$ cat config.mk
export PLATFORM = sky130hd
export DESIGN_NAME = ps2_cmd_seq
export DESIGN_NICKNAME = d
export VERILOG_FILES = /design/src/rtl/ps2seq_pkg.sv /design/src/rtl/ps2seq_cmdq.sv /design/src/rtl/ps2_cmd_seq.sv
export SDC_FILE = /design/constraint.sdc
export NUM_CORES = 1
export LEC_CHECK = 0
export ABC_AREA = 1
export CAP_MARGIN = 5
export CORE_MARGIN = 2
export CORE_UTILIZATION = 39
export DETAILED_ROUTE_END_ITERATION = 10
export PLACE_DENSITY = 0.63
export REMOVE_ABC_BUFFERS = 1
export SYNTH_ARGS = -nofsm -noshare
export SYNTH_HDL_FRONTEND = slang
export SYNTH_SLANG_ARGS = --single-unit
$ cat constraint.sdc
create_clock -name clk_i -period 2.9 [get_ports clk_i]
set_input_delay 0.435 -clock clk_i [delete_from_list [all_inputs] [get_ports clk_i]]
set_output_delay 0.435 -clock clk_i [all_outputs]
set_load 0.01 [all_outputs]
$ cat src/rtl/ps2seq_pkg.sv
// ---------------------------------------------------------------------------
// ps2seq_pkg -- shared types and constants for the PS/2 command sequencer.
//   state_e    : sequencer FSM states
//   err_e      : error codes reported on err_code_o
//   PS2_ACK / PS2_RESEND : keyboard response bytes with protocol meaning
//   CMDQ_DEPTH : command queue depth
//   timeout_cycles() : converts clock frequency and milliseconds to cycles
// ---------------------------------------------------------------------------
package ps2seq_pkg;

    typedef enum logic [2:0] {
        ST_IDLE      = 3'd0,
        ST_SEND      = 3'd1,
        ST_WAIT_TX   = 3'd2,
        ST_WAIT_RESP = 3'd3,
        ST_FAIL      = 3'd4
    } state_e;

    typedef enum logic [1:0] {
        ERR_NONE    = 2'd0,
        ERR_TIMEOUT = 2'd1,
        ERR_RESEND  = 2'd2,
        ERR_PARITY  = 2'd3
    } err_e;

    localparam logic [7:0] PS2_ACK      = 8'hFA;
    localparam logic [7:0] PS2_RESEND   = 8'hFE;

    localparam int unsigned CMDQ_DEPTH  = 32'd4;
    localparam int unsigned CMDQ_AW     = 32'd2;
    // Occupancy value meaning "full", sized to the occupancy counter.
    localparam logic [2:0]  CMDQ_FULL_CNT = 3'd4;

    // Number of clock cycles in a timeout window; never less than one.
    function automatic int unsigned timeout_cycles(input int unsigned clk_hz,
                                                   input int unsigned ms);
        int unsigned cyc;
        cyc = (clk_hz / 32'd1000) * ms;
        if (cyc == 32'd0) begin
            cyc = 32'd1;
        end else begin
            cyc = cyc;
        end
        return cyc;
    endfunction

endpackage

$ cat src/rtl/ps2seq_cmdq.sv
// ---------------------------------------------------------------------------
// ps2seq_cmdq -- 4-entry command byte FIFO for the PS/2 sequencer.
// Ports:
//   clk_i, rst_ni  : clock, asynchronous active-low reset
//   push_i, data_i : write request and byte (ignored when full)
//   pop_i          : drop the head entry (ignored when empty)
//   head_o         : current head byte
//   empty_o/full_o : occupancy flags
// ---------------------------------------------------------------------------
module ps2seq_cmdq
    import ps2seq_pkg::*;
(
    input  logic       clk_i,
    input  logic       rst_ni,
    input  logic       push_i,
    input  logic [7:0] data_i,
    input  logic       pop_i,
    output logic [7:0] head_o,
    output logic       empty_o,
    output logic       full_o
);

    logic [7:0]         r_mem [CMDQ_DEPTH];
    logic [CMDQ_AW-1:0] r_wr_ptr;
    logic [CMDQ_AW-1:0] r_rd_ptr;
    logic [CMDQ_AW:0]   r_count;

    logic w_push;
    logic w_pop;

    assign full_o  = (r_count == CMDQ_FULL_CNT);
    assign empty_o = (r_count == 3'd0);
    assign head_o  = r_mem[r_rd_ptr];
    assign w_push  = push_i & ~full_o;
    assign w_pop   = pop_i & ~empty_o;

    // Storage, pointers and occupancy; pointers wrap naturally at depth 4.
    always_ff @(posedge clk_i or negedge rst_ni) begin
        if (!rst_ni) begin
            for (int i = 0; i < CMDQ_DEPTH; i++) begin
                r_mem[i] <= 8'h00;
            end
            r_wr_ptr <= 2'd0;
            r_rd_ptr <= 2'd0;
            r_count  <= 3'd0;
        end else begin
            if (w_push) begin
                r_mem[r_wr_ptr] <= data_i;
                r_wr_ptr        <= r_wr_ptr + 2'd1;
            end
            if (w_pop) begin
                r_rd_ptr <= r_rd_ptr + 2'd1;
            end
            case ({w_push, w_pop})
                2'b10:   r_count <= r_count + 3'd1;
                2'b01:   r_count <= r_count - 3'd1;
                default: r_count <= r_count;
            endcase
        end
    end

endmodule

$ cat src/rtl/ps2_cmd_seq.sv
// ---------------------------------------------------------------------------
// ps2_cmd_seq -- PS/2 keyboard command sequencer.
// Queues host command bytes, sends each to the keyboard transmitter, waits for
// transmit completion and the keyboard's ACK (0xFA), handles RESEND (0xFE),
// per-phase timeouts and receive parity errors. Non-protocol received bytes
// are forwarded through a one-entry scan register.
// Ports:
//   clk_i, rst_ni                 : clock, asynchronous active-low reset
//   cmd_valid_i/cmd_data_i/cmd_ready_o : host command push interface
//   tx_start_o/tx_data_o/tx_clear_o/tx_done_i : keyboard transmitter control
//   rx_valid_i/rx_data_i/rx_perr_i/rx_clear_o : keyboard receive register
//   scan_valid_o/scan_data_o/scan_ready_i     : forwarded scan bytes
//   err_o/err_code_o/err_clr_i    : sticky error flag and code
// Build option: define PS2SEQ_RETRY_EN to resend a command on 0xFE up to
// pRetries times; without it 0xFE fails the command immediately.
// ---------------------------------------------------------------------------
module ps2_cmd_seq
    import ps2seq_pkg::*;
#(
    parameter int unsigned pClkFreq   = 40000000,
    parameter int unsigned pTimeoutMs = 20,
    parameter int unsigned pRetries   = 3
) (
    input  logic       clk_i,
    input  logic       rst_ni,
    input  logic       cmd_valid_i,
    input  logic [7:0] cmd_data_i,
    output logic       cmd_ready_o,
    output logic       tx_start_o,
    output logic [7:0] tx_data_o,
    output logic       tx_clear_o,
    input  logic       tx_done_i,
    input  logic       rx_valid_i,
    input  logic [7:0] rx_data_i,
    input  logic       rx_perr_i,
    output logic       rx_clear_o,
    output logic       scan_valid_o,
    output logic [7:0] scan_data_o,
    input  logic       scan_ready_i,
    output logic       err_o,
    output logic [1:0] err_code_o,
    input  logic       err_clr_i
);

    localparam int unsigned LP_TMO_CYC  = timeout_cycles(pClkFreq, pTimeoutMs);
    localparam int unsigned LP_TMR_W    = (LP_TMO_CYC < 32'd2) ? 32'd1 : $clog2(LP_TMO_CYC + 32'd1);
    localparam logic [LP_TMR_W-1:0] LP_TMR_LOAD = LP_TMR_W'(LP_TMO_CYC - 32'd1);

    // Registers
    state_e              r_state;
    logic                r_tx_start;
    logic [7:0]          r_tx_data;
    logic                r_tx_clear;
    logic                r_rx_clear;
    logic [1:0]          r_rx_ign;
    logic [LP_TMR_W-1:0] r_timer;
    logic                r_seen_busy;
    logic                r_scan_valid;
    logic [7:0]          r_scan_data;
    logic                r_err;
    err_e                r_err_code;

    // Combinational
    state_e     w_state_nxt;
    logic       w_tx_start_nxt;
    logic [7:0] w_tx_data_nxt;
    logic       w_tx_clear_nxt;
    logic       w_rx_clear_nxt;
    logic       w_tmr_load;
    logic       w_tmo;
    logic       w_seen_nxt;
    logic       w_pop;
    logic       w_fsm_err;
    err_e       w_fsm_code;
    logic       w_err_set;
    err_e       w_err_code_nxt;
    logic       w_q_empty;
    logic       w_q_full;
    logic [7:0] w_q_head;
    logic       w_rx_evt;
    logic       w_rx_perr;
    logic       w_rx_ack;
    logic       w_rx_rsnd;
    logic       w_rx_fwd;
    logic       w_scan_cap;

`ifdef PS2SEQ_RETRY_EN
    localparam int unsigned LP_RTY_W = (pRetries < 32'd2) ? 32'd1 : $clog2(pRetries + 32'd1);
    localparam logic [LP_RTY_W-1:0] LP_RTY_MAX = LP_RTY_W'(pRetries);
    logic [LP_RTY_W-1:0] r_retry;
    logic                w_retry_inc;
    logic                w_retry_clr;
`else
    logic w_unused_retry;
    assign w_unused_retry = (pRetries == 32'd0);
`endif

    ps2seq_cmdq u_cmdq (
        .clk_i   (clk_i),
        .rst_ni  (rst_ni),
        .push_i  (cmd_valid_i),
        .data_i  (cmd_data_i),
        .pop_i   (w_pop),
        .head_o  (w_q_head),
        .empty_o (w_q_empty),
        .full_o  (w_q_full)
    );

    assign cmd_ready_o  = ~w_q_full;
    assign tx_start_o   = r_tx_start;
    assign tx_data_o    = r_tx_data;
    assign tx_clear_o   = r_tx_clear;
    assign rx_clear_o   = r_rx_clear;
    assign scan_valid_o = r_scan_valid;
    assign scan_data_o  = r_scan_data;
    assign err_o        = r_err;
    assign err_code_o   = r_err_code;

    // A pending byte is only looked at once the post-clear blanking is over,
    // so the stale byte still visible right after our clear is not reused.
    assign w_rx_evt   = rx_valid_i & (r_rx_ign == 2'd0);
    assign w_rx_perr  = w_rx_evt & rx_perr_i;
    assign w_rx_ack   = w_rx_evt & ~rx_perr_i & (r_state == ST_WAIT_RESP) & (rx_data_i == PS2_ACK);
    assign w_rx_rsnd  = w_rx_evt & ~rx_perr_i & (r_state == ST_WAIT_RESP) & (rx_data_i == PS2_RESEND);
    assign w_rx_fwd   = w_rx_evt & ~rx_perr_i & ~w_rx_ack & ~w_rx_rsnd;
    // A full scan register leaves the byte pending, which inhibits the keyboard.
    assign w_scan_cap = w_rx_fwd & ~r_scan_valid;
    assign w_tmo      = (r_timer == {LP_TMR_W{1'b0}});

    // Next-state and command-side control decisions.
    always_comb begin
        w_state_nxt    = r_state;
        w_tx_start_nxt = 1'b0;
        w_tx_data_nxt  = r_tx_data;
        w_tx_clear_nxt = 1'b0;
        w_tmr_load     = 1'b0;
        w_seen_nxt     = r_seen_busy;
        w_pop          = 1'b0;
        w_fsm_err      = 1'b0;
        w_fsm_code     = ERR_NONE;
`ifdef PS2SEQ_RETRY_EN
        w_retry_inc    = 1'b0;
        w_retry_clr    = 1'b0;
`endif
        case (r_state)
            ST_IDLE: begin
                if (!w_q_empty && !rx_valid_i) begin
                    w_state_nxt    = ST_SEND;
                    w_tx_start_nxt = 1'b1;
                    w_tx_data_nxt  = w_q_head;
                end else begin
                    w_state_nxt    = ST_IDLE;
                end
            end
            ST_SEND: begin
                w_tmr_load  = 1'b1;
                w_seen_nxt  = 1'b0;
                w_state_nxt = ST_WAIT_TX;
            end
            ST_WAIT_TX: begin
                // Completion needs a busy phase first so a still-idle
                // transmitter is not mistaken for a finished one.
                if (r_seen_busy && tx_done_i) begin
                    w_tmr_load  = 1'b1;
                    w_state_nxt = ST_WAIT_RESP;
                end else if (w_tmo) begin
                    w_tx_clear_nxt = 1'b1;
                    w_fsm_err      = 1'b1;
                    w_fsm_code     = ERR_TIMEOUT;
                    w_state_nxt    = ST_FAIL;
                end else if (!tx_done_i) begin
                    w_seen_nxt     = 1'b1;
                end else begin
                    w_seen_nxt     = r_seen_busy;
                end
            end
            ST_WAIT_RESP: begin
                if (w_rx_ack) begin
                    w_pop       = 1'b1;
                    w_state_nxt = ST_IDLE;
`ifdef PS2SEQ_RETRY_EN
                    w_retry_clr = 1'b1;
`endif
                end else if (w_rx_rsnd) begin
`ifdef PS2SEQ_RETRY_EN
                    if (r_retry < LP_RTY_MAX) begin
                        w_retry_inc    = 1'b1;
                        w_tx_start_nxt = 1'b1;
                        w_tx_data_nxt  = w_q_head;
                        w_state_nxt    = ST_SEND;
                    end else begin
                        w_fsm_err      = 1'b1;
                        w_fsm_code     = ERR_RESEND;
                        w_state_nxt    = ST_FAIL;
                    end
`else
                    w_fsm_err   = 1'b1;
                    w_fsm_code  = ERR_RESEND;
                    w_state_nxt = ST_FAIL;
`endif
                end else if (w_tmo) begin
                    w_fsm_err   = 1'b1;
                    w_fsm_code  = ERR_TIMEOUT;
                    w_state_nxt = ST_FAIL;
                end else begin
                    w_state_nxt = ST_WAIT_RESP;
                end
            end
            ST_FAIL: begin
                w_pop       = 1'b1;
                w_state_nxt = ST_IDLE;
`ifdef PS2SEQ_RETRY_EN
                w_retry_clr = 1'b1;
`endif
            end
            default: begin
                w_state_nxt = ST_IDLE;
            end
        endcase
    end

    // Receive release and error update; a sequencing error in the same cycle
    // as a parity error is the one reported.
    always_comb begin
        w_rx_clear_nxt = w_rx_perr | w_rx_ack | w_rx_rsnd | w_scan_cap;
        w_err_set      = w_fsm_err | w_rx_perr;
        if (w_fsm_err) begin
            w_err_code_nxt = w_fsm_code;
        end else begin
            w_err_code_nxt = ERR_PARITY;
        end
    end

    // FSM state register.
    always_ff @(posedge clk_i or negedge rst_ni) begin
        if (!rst_ni) begin
            r_state <= ST_IDLE;
        end else begin
            r_state <= w_state_nxt;
        end
    end

    // Registered transmitter/receiver handshakes, timer and busy tracking.
    always_ff @(posedge clk_i or negedge rst_ni) begin
        if (!rst_ni) begin
            r_tx_start  <= 1'b0;
            r_tx_data   <= 8'h00;
            r_tx_clear  <= 1'b0;
            r_rx_clear  <= 1'b0;
            r_rx_ign    <= 2'd0;
            r_timer     <= LP_TMR_LOAD;
            r_seen_busy <= 1'b0;
        end else begin
            r_tx_start  <= w_tx_start_nxt;
            r_tx_data   <= w_tx_data_nxt;
            r_tx_clear  <= w_tx_clear_nxt;
            r_rx_clear  <= w_rx_clear_nxt;
            r_seen_busy <= w_seen_nxt;
            // Blank the pulse cycle plus the two cycles after it.
            if (w_rx_clear_nxt) begin
                r_rx_ign <= 2'd3;
            end else if (r_rx_ign != 2'd0) begin
                r_rx_ign <= r_rx_ign - 2'd1;
            end
            if (w_tmr_load) begin
                r_timer <= LP_TMR_LOAD;
            end else if (!w_tmo) begin
                r_timer <= r_timer - {{(LP_TMR_W-1){1'b0}}, 1'b1};
            end
        end
    end

    // One-entry scan byte register.
    always_ff @(posedge clk_i or negedge rst_ni) begin
        if (!rst_ni) begin
            r_scan_valid <= 1'b0;
            r_scan_data  <= 8'h00;
        end else if (r_scan_valid && scan_ready_i) begin
            r_scan_valid <= 1'b0;
        end else if (w_scan_cap) begin
            r_scan_valid <= 1'b1;
            r_scan_data  <= rx_data_i;
        end
    end

    // Sticky error flag; a new error wins over a simultaneous clear.
    always_ff @(posedge clk_i or negedge rst_ni) begin
        if (!rst_ni) begin
            r_err      <= 1'b0;
            r_err_code <= ERR_NONE;
        end else if (w_err_set) begin
            r_err      <= 1'b1;
            r_err_code <= w_err_code_nxt;
        end else if (err_clr_i) begin
            r_err      <= 1'b0;
            r_err_code <= ERR_NONE;
        end
    end

`ifdef PS2SEQ_RETRY_EN
    // Resend counter for the current head command.
    always_ff @(posedge clk_i or negedge rst_ni) begin
        if (!rst_ni) begin
            r_retry <= {LP_RTY_W{1'b0}};
        end else if (w_retry_clr) begin
            r_retry <= {LP_RTY_W{1'b0}};
        end else if (w_retry_inc) begin
            r_retry <= r_retry + {{(LP_RTY_W-1){1'b0}}, 1'b1};
        end
    end
`endif

endmodule

==> impl_summary.md, run 1 <==
STA
The worst hold slack across all endpoints is between 0.09 and 0.1 ns. At the pin with the least slew margin, the transition time is ~0.49 ns. The final critical path takes up 82.1% of the cycle. For the final routed database, the setup TNS stands at 0 ns.

The time the final worst path needs with I/O delays and setup is around 2.4 ns. The number of slew-limit violations in the final report is 0. Setup repair after global routing left no endpoint under its margin.

The total count of hold-check failures in the final report is 0. Setup violations remaining at the end of the flow were counted as 0. Between clock sinks in the finished design, the worst skew comes to around 0.0094 ns. In this run the tightest slew margin relative to its limit is 67.6%.

Setup slack closes at about 0.52 ns. Based on the critical path, the design can be clocked at up to roughly 420 MHz.

Die
After floorplanning, the core was divided into 39 placement rows. Measured along the y axis, the die boundary spans about 110 um. The floorplan die area is roughly 0.012 sq mm.

Once the floorplan was initialized, standard cells occupied around 40% of the core. The die is 111 um wide. The total I/O pin count is 48.

The region available for standard cell placement spans around 0.011 sq mm.

Logic synthesis
Yosys mapped a number of flops with a built-in enable equal to 0. Yosys attributes the largest share of cell area to dfrtp_1, dfstp_2, nand2_1. The predominant post-synthesis flop cell is dfrtp_1.

The dominant cell by count in the synthesized netlist is nand2_1. The synthesized netlist occupies a cell area of around 0.0045 sq mm. The async set-reset flop share out of synthesis is 100%.

By count the netlist is led by nand2_1, dfrtp_1, nor2_1. For this run, the number of Yosys warnings is 0. The share of synthesized area in the top cell type comes to 41.8%. The synthesized design contains ~90 register bits.

Synthesis handed over a netlist of a little over 500 instances. The mean instance size in the synthesized netlist is approximately 8.8 sq um. The biggest area consumer among synthesized cells is dfrtp_1.

The unique cell type count in the Yosys netlist is 38. Sequential elements use between 40 and 50% of the synthesized area.

Global route
The first global-routing pass estimated 16300 um of wire. The via count of the first global-routing pass is approximately 3400. Entering global routing, the biggest net connects 89 pins. Global routing finished with a remaining overflow of 0.

Global routing consumed, over all layers together, between 10% and 20% of the routing resources. The initial antenna violation count is 0.

Critical path
The most critical setup path has its startpoint at r_rx_ign[0]. The worst register-to-register path has a depth of 14. The endpoint of the most critical register-to-register path is u_cmdq.r_count[2]. At the worst endpoint, the required time is 3.13 ns. The worst setup path is launched from a register. At the worst endpoint, the arrival time is approximately 2.6 ns. The critical path goes through inv_1 -> ha_1 -> nand2_1 -> nor2_2 -> nand2_2 -> nor2_4 -> inv_4 -> a21oi_4 -> ha_1 -> inv_1 -> fa_1 -> a21oi_1 -> o21ai_0 -> xnor2_1. The worst setup path is captured at a register. The endpoint of the most critical setup path is u_cmdq.r_count[2]. The setup slack on the worst flop-to-flop path is roughly 0.52 ns.

In this run the critical register-to-register path is launched from r_rx_ign[0]. The type of the worst setup path is reg -> reg. The slowest stage cell on the critical path is dfrtp_1. In this run the worst path has a maximum fanout of 4. The delay contributed by the slowest stage of the critical path is 0.37 ns.

Clock tree
The clock network latency to the later pin of the worst-skew pair is between 0.3 and 0.4 ns. After clock tree synthesis, the flow added hold-fix buffers numbering 0. After clock tree synthesis, the setup repair step added 0 buffers.

The number of H-tree branching levels is 3. CTS saw between 80 and 90 sinks. The root buffer cell is clkbuf_16.

Counting the buffers created by CTS gives 9. After clock tree synthesis, the repair step resized 0 gates. TritonCTS built the clock tree.

The number of buffers between clock root and the deepest sink is 2. Clock-pin slew was measured on the worst setup and hold paths at about 0.06 ns.

Drt
The via count is 3450. In the final routed layout, each cell accounts on average for 13.0 um. After detailed routing, the number of vias per cell comes to ~5. The first-pass iteration count of the detailed router is 5. The sum of routed wire length over all layers is a little over 9000 um.

The detailed-route DRC error count is 0. The first routing iteration left around 190 violations. In this run the remaining antenna-violating nets after routing total 0.

Power
The total leakage power is between 0.002 and 0.0025 uW. The maximum ir drop on the vdd rail is ~0.48 mV. Dividing total power by cell area gives a power density of roughly 850 mW/mm^2.

Job
Max-cap violations in this run came to 0.

Cells and area
The total area of multi-input combinational cells is around 0.0019 sq mm. In the final layout, the share of cells above drive strength 1 is between 10% and 20%. Compared with the post-synthesis result, the final layout area differs by 19.1%. After the flow finishes, the layout carries non-filler instances totaling approximately 700.

In the final design database the tool counted roughly 600 nets. Across the whole layout, storage elements account for roughly 0.0022 sq mm. The fill cell instance count of the final layout is ~1100.

The number of antenna diodes in the final layout is 0. The utilization of the core after routing is 47.3%.

Hold path
The worst min-delay path class is in -> async.

Status
The flow ran to the end, and the final reports show no timing, DRC or antenna violations.

Placement
The number of placed cells counting well taps is 692. The count of buffers added on input and output ports is between 40 and 50. The HPWL after detailed placement is 6460 um. At the placement stage, the worst setup path has a slack of between 0.1 and 0.15 ns. At the end of routability-driven placement, the weighted congestion stood at between 0.9 and 1.
where the power goes:
part	switching [uW]	internal [uW]	total, uW
clock	500	611	1110
sequential	256	1690	1940
combinational	846	662	1510
total	1600	2960	4560
cells by family (layout without fill, tap and decap cells):
family          Yosys count  after routing  synth area share, %
compound gates           93             93                 11.3
xor+xnor                 13             13                 2.53
fa+ha+maj                 9              9                 2.67
buf+inv                  78            132                 8.13
flops                    88             88                 49.4
simple gates            230            230                 26.0
worst min path at each step:
stage | from | to | slack (ns) | cells past startpoint
finish | rst_ni | scan_data_o[4] | 0.09 | 2
global route | rst_ni | scan_data_o[1] | 0.14 | 2
floorplan | rst_ni | err_code_o[0] | 0.14 | 0
CTS | rst_ni | scan_data_o[1] | 0.15 | 2
detailed placement | u_cmdq.r_mem[3] | u_cmdq.r_mem[3] | 0.47 | 2
global placement | u_cmdq.r_mem[20] | u_cmdq.r_mem[20] | 0.46 | 2
through the flow:
stage | area [sq um] | total power (uW)
2_1_floorplan | 4380 | 2880
3_3_place_gp | 5070 | 3410
3_5_place_dp | 5070 | 3480
4_1_cts | 5350 | 4610
5_1_grt | 5350 | 4900
6_report | 5350 | 4560
worst max-delay path: cells and delay by family, from the launching register on:
family,cells,cell delay (ns)
DFF,1,0.37
and+or+nand+nor,4,0.40
xor gates and xnor gates,1,0.14
adders and majority gates,3,0.75
AOI/OAI and AO/OA,3,0.41
buffers and inverters,3,0.21
flip-flops by register name, summed over array words and instances (netlist names), 3 cells and up:
name	count
u_cmdq.r_mem	32
tx_data_o	8
r_state	3
r_timer	20
scan_data_o	8
u_cmdq.r_count	3
final cells by class:
class                           count  area share, %
Clock buffer                       11           4.53
Clock inverter                      5          0.748
Inverter                           65           4.70
Multi-Input combinational cell    345           35.7
Sequential cell                    88           41.4
Tap cell                          143           3.34
Timing Repair Buffer               51           9.54
layer usage:
metal	share of wire [%]	GRT usage [%]	vias up	routed length [um]
li1	-	-	1749	-
met5	0	0	-	0
met2	46	25.1	65	4230
met4	2.2	6.26	0	207
met1	48	22.0	1621	4400
met3	4.2	3.65	15	392
cell usage in the layout, fill, tap and decap left out, types with 2 or more instances in the layout:
cell	n
nand4_1	4
nand2_4	4
a31oi_1	12
nand3_2	5
xnor2_1	3
o21ai_0	51
clkdlybuf4s50_1	46
nand3_4	2
nand2_2	7
a21oi_1	6
o211ai_1	2
xor2_1	10
nor2_4	6
ha_1	8
inv_2	5
inv_6	2
nor3_1	4
o21ai_1	18
dfrtp_1	75
nor3_2	9
clkinvlp_4	3
nand3_1	15
buf_4	4
inv_1	56
clkbuf_16	9
nor2_2	9
nor2_1	70
dfstp_2	13
inv_4	3
nand2_1	90
a21oi_2	2
Power figures use the tool's default switching activity.
==> inputs of run 2 (changes only) <==
--- a/config.mk
+++ b/config.mk
@@ -10,7 +10,7 @@
 export CORE_MARGIN = 2
 export CORE_UTILIZATION = 39
 export DETAILED_ROUTE_END_ITERATION = 10
-export PLACE_DENSITY = 0.63
+export PLACE_DENSITY = 0.65
 export REMOVE_ABC_BUFFERS = 1
 export SYNTH_ARGS = -nofsm -noshare
 export SYNTH_HDL_FRONTEND = slang
==> constraint.sdc (replaced) <==
create_clock -name clk_i -period 1.92 [get_ports clk_i]
set_input_delay 0.288 -clock clk_i [delete_from_list [all_inputs] [get_ports clk_i]]
set_output_delay 0.288 -clock clk_i [all_outputs]
set_load 0.01 [all_outputs]
==> impl_summary.md, run 2 (same netlist as run 1, synthesis figures left out) <==
Status
The flow ran to the end, but the final reports show violations. The final reports fail on setup timing.

Die
The core outline area is 0.0113 sq mm. Measured along the y axis, the die boundary spans 111 um. The initial core utilization is ~40%. In this run the count of I/O pins placed on the die edge is 48. The horizontal die dimension is between 100 and 150 um.

The number of core rows is 39. The floorplan die area is between 0.01 and 0.015 sq mm.

STA
The final-layout setup total negative slack is -0.396 ns. The highest clock frequency the design can meet is roughly 460 MHz. The total count of hold-check failures in the final report is 0.

The setup slack of the critical path after layout is -0.262 ns. At the pin with the least slew margin, the transition time is between 0.4 and 0.5 ns. Setup repair after global routing could not meet its margin everywhere. The clock skew is roughly 0.012 ns. The time the final worst path needs with I/O delays and setup is between 2 and 2.5 ns. The worst max-slew margin expressed relative to the limit is between 70% and 80%. The worst hold slack across all endpoints is slightly below 0.4 ns.

The number of slew-limit violations in the final report is 0. The share of the cycle needed by the critical path after routing is 114%. The final number of setup-violating endpoints is 2.

Cells and area
Once layout is done, the placed cells without fillers occupy 0.00565 sq mm. The total area of multi-input combinational cells is 0.00194 sq mm. The fill cell instance count of the final layout is between 1000 and 1500. 0 antenna diodes ended up in the layout. Leaving out fill and tap cells, the most frequent cells in the layout are nand2_1, dfrtp_1, nor2_1. The number of flip-flops under the largest register name is 32. The largest registers in the layout are u_cmdq.r_mem x32, r_timer x20.

u_cmdq.r_mem holds more flip-flops than any other register. Of the cells placed in the final design, the portion with a size suffix greater than 1 is a little over 20%. The layout-stage area growth over the synthesis result is 25.7%. Summing all flip-flop and latch instances after layout gives between 0.002 and 0.0025 sq mm.

The net count reported at finish is 620. The library cell used most frequently in the layout, excluding fill and tap cells, is nand2_1.

Power
Combinational cells account for approximately 35% of the total power. Cell internal power was estimated by the tool at about 5000 uW. Power spread over the standard cell area amounts to around 1300 mW/mm^2. The total leakage power is 0.00265 uW. Of the total power, the share spent switching nets is roughly a third.

The clock network fraction of total power is a little over a quarter. Summed over all nets, the switching power comes to 2490 uW. The maximum ir drop on the vdd rail is ~0.72 mV.

The register share of total power is 39.5%.

Clock tree
In this run the deepest clock path goes through 2 buffers. CTS saw 88 sinks. The CTS tree is done.

The number of buffers created by CTS is 9. The register clock-pin slew on the reported worst setup and hold paths is 0.07 ns. In this run the number of H-tree levels came out at 3. The clock network latency to the later pin of the worst-skew pair is 0.35 ns. In this run the clock root is driven by a clkbuf_16.

Placement
OpenSTA, run right after detailed placement, puts the worst setup slack at -0.613 ns. The wire-length estimate of the detail-placed layout is approximately 6900 um. The number of I/O port buffers is 47.

The placed cell area is 0.00524 sq mm. The routability congestion estimate from global placement is 0.812.

Job
The number of maximum-capacitance constraint violations is 0.

Drt
For this block, the routed nets add up to 9560 um of wire. Summing over every cut layer, the via total after detailed routing is approximately 3600. The per-cell via count in the routed design is about 5. The remaining number of nets flagged by the antenna check after routing is 0. After the first detailed-routing iteration, the DRC count stood at about 160. The detailed-route DRC error count is 0.

The first TritonRoute pass finished after 4 iterations. After detailed routing, the average wire length per cell comes to between 10 and 15 um.

Critical path
Along the worst path, the maximum fanout reaches 2. The worst setup path is launched from a register. The arrival time of data at the critical path endpoint is 2.41 ns. At the worst endpoint, the required time is between 2 and 2.5 ns. The endpoint kind of the worst setup timing path is a register. The critical path in this run is classified as reg -> reg.

Global route
The global route total overflow is 0. The initial antenna violation count was 0. The overall track demand over capacity in global routing is approximately 16%. The pin count of the biggest net entering global routing is 36. The via count of the first global-routing pass is around 3500. The global-route wire length before repair is ~17000 um.

Hold path
The worst min-delay path class is in -> async.
## run 2: timing repair
item	CTS	global route
pin swaps	10	9
resized for setup	10	3
hold buffers	1	0
endpoints found under the hold margin	19	0
setup endpoints to repair	2	3
setup buffers	3	2
## run 2: final timing paths
kind / from / endpoint / slack, ns / depth (start not counted)
worst max-delay path: r_rx_ign[0] / u_cmdq.r_count[2] / -0.26 / 14
max in group asynchronous: rst_ni / u_cmdq.r_mem[30] / 0.94 / 3
min in group clk_i: scan_ready_i / scan_valid_o / 0.48 / 2
worst min register to register: u_cmdq.r_mem[7] / u_cmdq.r_mem[7] / 0.48 / 2
worst max register to register: r_rx_ign[0] / u_cmdq.r_count[2] / -0.26 / 14
worst min-delay path: rst_ni / scan_data_o[5] / 0.40 / 2
## run 2: per-layer routing
layer  GRT usage [%]  routed length, um  vias to the layer above
met5               0                  0                        -
met1            20.9               4380                     1689
met3            3.48                382                       13
met4            6.42                152                        0
li1                -                  -                     1789
met2            27.8               4640                       77
## run 2: layout make-up
type                            instances  area share (%)
Clock buffer                           10            4.05
Clock inverter                          6            1.73
Inverter                               65            4.45
Multi-Input combinational cell        345            34.4
Sequential cell                        88            39.3
Tap cell                              143            3.17
Timing Repair Buffer                   78            12.9
## run 2: stage by stage
stage	total power [uW]	utilization (%)	cells
global route	7930	49.9	735
CTS	7440	49.6	733
finish	7390	49.9	735
global placement	5290	46.3	713
floorplan	4340	-	498
detailed placement	5410	46.3	713
## run 2: power by group through the flow
stage | Combinational, uW | Clock (uW) | Sequential, uW
after floorplan | 1370 | 0 | 2980
after global placement | 2380 | 0 | 2910
after detailed placement | 2460 | 0 | 2940
after CTS | 2540 | 1980 | 2920
after global routing | 2870 | 2060 | 3000
final | 2550 | 1920 | 2920
## run 2: critical path, stage by stage, from the launching register on
cell and delay, ns:
dfrtp_1 0.40, inv_2 0.09, ha_4 0.15, nand2_4 0.05
nor2_4 0.07, nand2_2 0.07, nor2_4 0.13, inv_4 0.05
a21oi_4 0.13, ha_2 0.19, inv_2 0.04, fa_2 0.34
a21oi_2 0.13, o21ai_1 0.08, xnor2_1 0.13
==> inputs of run 3 (changes only) <==
--- a/config.mk
+++ b/config.mk
@@ -9,6 +9,8 @@
 export CAP_MARGIN = 5
 export CORE_MARGIN = 2
 export CORE_UTILIZATION = 39
+export CTS_BUF_LIST = sky130_fd_sc_hd__clkbuf_4
+export CTS_CLUSTER_SIZE = 25
 export DETAILED_ROUTE_END_ITERATION = 10
 export PLACE_DENSITY = 0.65
 export REMOVE_ABC_BUFFERS = 1
==> impl_summary.md, run 3 (same netlist as run 1, synthesis figures left out) <==
Power
The total power after layout is 6690 uW. For this design the static power due to leakage is about 0.0026 uW. Dividing total power by cell area gives a power density of roughly 1200 mW/mm^2.

The maximum ir drop on the vdd rail is about 0.85 mV.

Cells and area
The total area of multi-input combinational cells is ~0.0019 sq mm. The fill cell instance count of the final layout is 1086. The net count reported at finish is 619. The register with the most flip-flops in the final layout is u_cmdq.r_mem. The number of antenna diodes is 0. In the final layout, the registers with the most flip-flops are u_cmdq.r_mem x32, r_timer x20.

The layout-stage area growth over the synthesis result is 22.1%. The library cells used most frequently in the layout, excluding fill and tap cells, are nand2_1, dfrtp_1, nor2_1. Leaving out fill and tap cells, the most frequent cell in the layout is nand2_1. The total area of sequential cells is between 0.002 and 0.0025 sq mm. The number of flip-flops under the largest register name is 32. The summed area of non-filler cells in the final layout is ~0.0055 sq mm. The share of final-layout standard cells stronger than drive strength 1 is a little over a fifth.

Hold path
The path class of the tightest hold or removal check is in -> async.

Placement
The routability congestion estimate from global placement is a little over 0.8. The placed cell area is around 0.0052 sq mm. OpenSTA, run right after detailed placement, puts the worst setup slack at -0.613 ns. The wire-length estimate of the detail-placed layout is about 6900 um.

The number of I/O port buffers is between 40 and 50.

Drt
After detailed routing, the number of remaining DRC violations is 0. Once detail routing completed, the nets flagged for antenna violations numbered 0. The first-pass iteration count of the detailed router is 4. For this block, the routed nets add up to around 9500 um of wire. After detailed routing, the number of vias per cell comes to between 4 and 5.

The routed layout has 3588 vias. The first routing iteration left ~150 violations. In the final routed layout, each cell accounts on average for between 10 and 15 um.

Global route
After global routing, the most crowded layer is met2. The initial antenna violation count is 0. The pin count of the biggest net entering global routing is 36. In the global route stage, overall resource usage came out at 16.2%. The global route total overflow is 0. Global routing consumed, on the met3 layer, 2.99% of the routing resources. For met1 alone, demand over resource in global routing was 20.6%.

Global routing used 27.3% of the available met2 tracks. The via count of the first global-routing pass came to between 3000 and 4000. The first global-routing pass estimated between 15000 and 20000 um of wire.

STA
Headroom to the max-slew limit came out at a little over two thirds. The clock skew is 0.0250 ns. Setup slack on the critical path of the routed design comes to -0.251 ns. The highest clock frequency the design can meet is between 400 and 500 MHz. The pin slew with the least headroom to its limit is ~0.45 ns. The worst hold slack across all endpoints is between 0.2 and 0.3 ns.

Setup violations remaining at the end of the flow were counted as 2. The smallest clock period supported by the final layout is computed as 2.17 ns. Dividing the final minimum period by the clock period gives 113%. Setup repair after global routing could not meet its margin everywhere.

The number of slew-limit violations in the final report is 0. The final-layout setup total negative slack is -0.403 ns. The total count of hold-check failures in the final report is 0.

Die
The die outline height is 111 um. The core outline area is between 0.01 and 0.015 sq mm. The horizontal die dimension is about 110 um.

The floorplan step defined a die boundary enclosing approximately 0.012 sq mm. The initial utilization of the core area, before any placement, comes to between 30% and 40%. The total I/O pin count is 48. The floorplan has 39 rows.

Critical path
The critical path goes through inv_2 -> ha_4 -> nand2_4 -> nor2_4 -> nand2_2 -> nor2_4 -> inv_4 -> a21oi_4 -> ha_2 -> inv_2 -> fa_2 -> a21oi_2 -> o21ai_1 -> xnor2_1. STA classifies the critical path endpoint as a register. The top cell family by delay on the critical path is adder cells. The critical path runs through a total of 14 cells. Among all stages on the critical path, the largest delay is contributed by dfrtp_1. The delay contributed by the slowest stage of the critical path is roughly 0.42 ns. The worst setup path is launched from a register. At the worst endpoint, the arrival time is roughly 2.5 ns. The number of cells traversed by the worst register-to-register path is 14. The required time of the worst setup path is approximately 2.3 ns. The critical path buffer and inverter count is 3.

The worst setup path is of the reg -> reg kind. The highest net fanout along the worst path is 2.

Clock tree
For this design, the sink count on the clock tree is 88. The register clock-pin slew on the reported worst setup and hold paths is 0.15 ns. The later pin in the worst-skew pair is clocked with a latency of 0.46 ns. CTS built an H-tree with a depth of 3. The CTS tree is done. The root buffer cell is clkbuf_4. The clock passes through at most 2 buffers. Buffers inserted during clock tree synthesis total 9.

Job
Across the run, the number of max-cap violations was 0.

Status
The flow ran to the end, but the final reports show violations. The final reports fail on setup timing.
[run 3: changes by cell type in the layout (fill, tap and decap cells not counted)]
cell             previous run  this run
clkbuf_4                    0        10
clkbuf_16                   9         0
buf_4                      29        28
clkbuf_1                    1         0
clkdlybuf4s50_1            46        45
dlygate4sd2_1               0         1
ha_1                        6         5
ha_2                        1         2
[run 3: power by group]
group,internal [uW],switching [uW],leakage (uW)
Combinational,1180,1360,0.00141
Clock,566,675,0.0000939
Sequential,2540,377,0.00107
[run 3: timing repair]
action                                  in CTS  in global routing
gates resized for setup                     12                  3
endpoints found under the hold margin       19                  0
setup buffers                                2                  2
hold buffers                                 1                  0
endpoints found under the setup margin       3                  3
pin swaps                                    5                  1
[run 3: worst reg2reg max path, stage by stage, from the launching register on]
cell     delay [ns]
dfrtp_1        0.42
inv_2          0.09
ha_4           0.15
nand2_4        0.05
nor2_4         0.07
nand2_2        0.07
nor2_4         0.11
inv_4          0.05
a21oi_4        0.16
ha_2           0.19
inv_2          0.04
fa_2           0.34
a21oi_2        0.11
o21ai_1        0.08
xnor2_1        0.13
[run 3: layout make-up]
type,count,share of cell area [%]
clock inverter,6,1.78
tap,143,3.26
multi-input combinational,345,35.5
timing repair buffer,77,13.1
inverter,65,4.58
sequential,88,40.4
clock buffer,10,1.37
[run 3: per-layer routing]
metal	part of all wire (%)	vias up
met5	0	-
met4	1.9	0
met3	3.5	17
met2	49	72
met1	46	1713
li1	-	1786
[run 3: final timing paths]
path	from	end	slack (ns)
setup / recovery	r_rx_ign[0]	u_cmdq.r_count[2]	-0.25
hold / removal	rst_ni	scan_data_o[1]	0.26
setup reg to reg	r_rx_ign[0]	u_cmdq.r_count[2]	-0.25
hold reg to reg	u_cmdq.r_mem[7]	u_cmdq.r_mem[7]	0.50
max in group asynchronous	rst_ni	u_cmdq.r_mem[30]	1.08
min in group clk_i	scan_ready_i	scan_valid_o	0.35
[run 3: per-stage QoR]
stage,utilization (%),std cells
detailed placement,46.3,713
floorplan,-,498
CTS,48.2,732
finish,48.5,734
global route,48.5,734
global placement,46.3,713
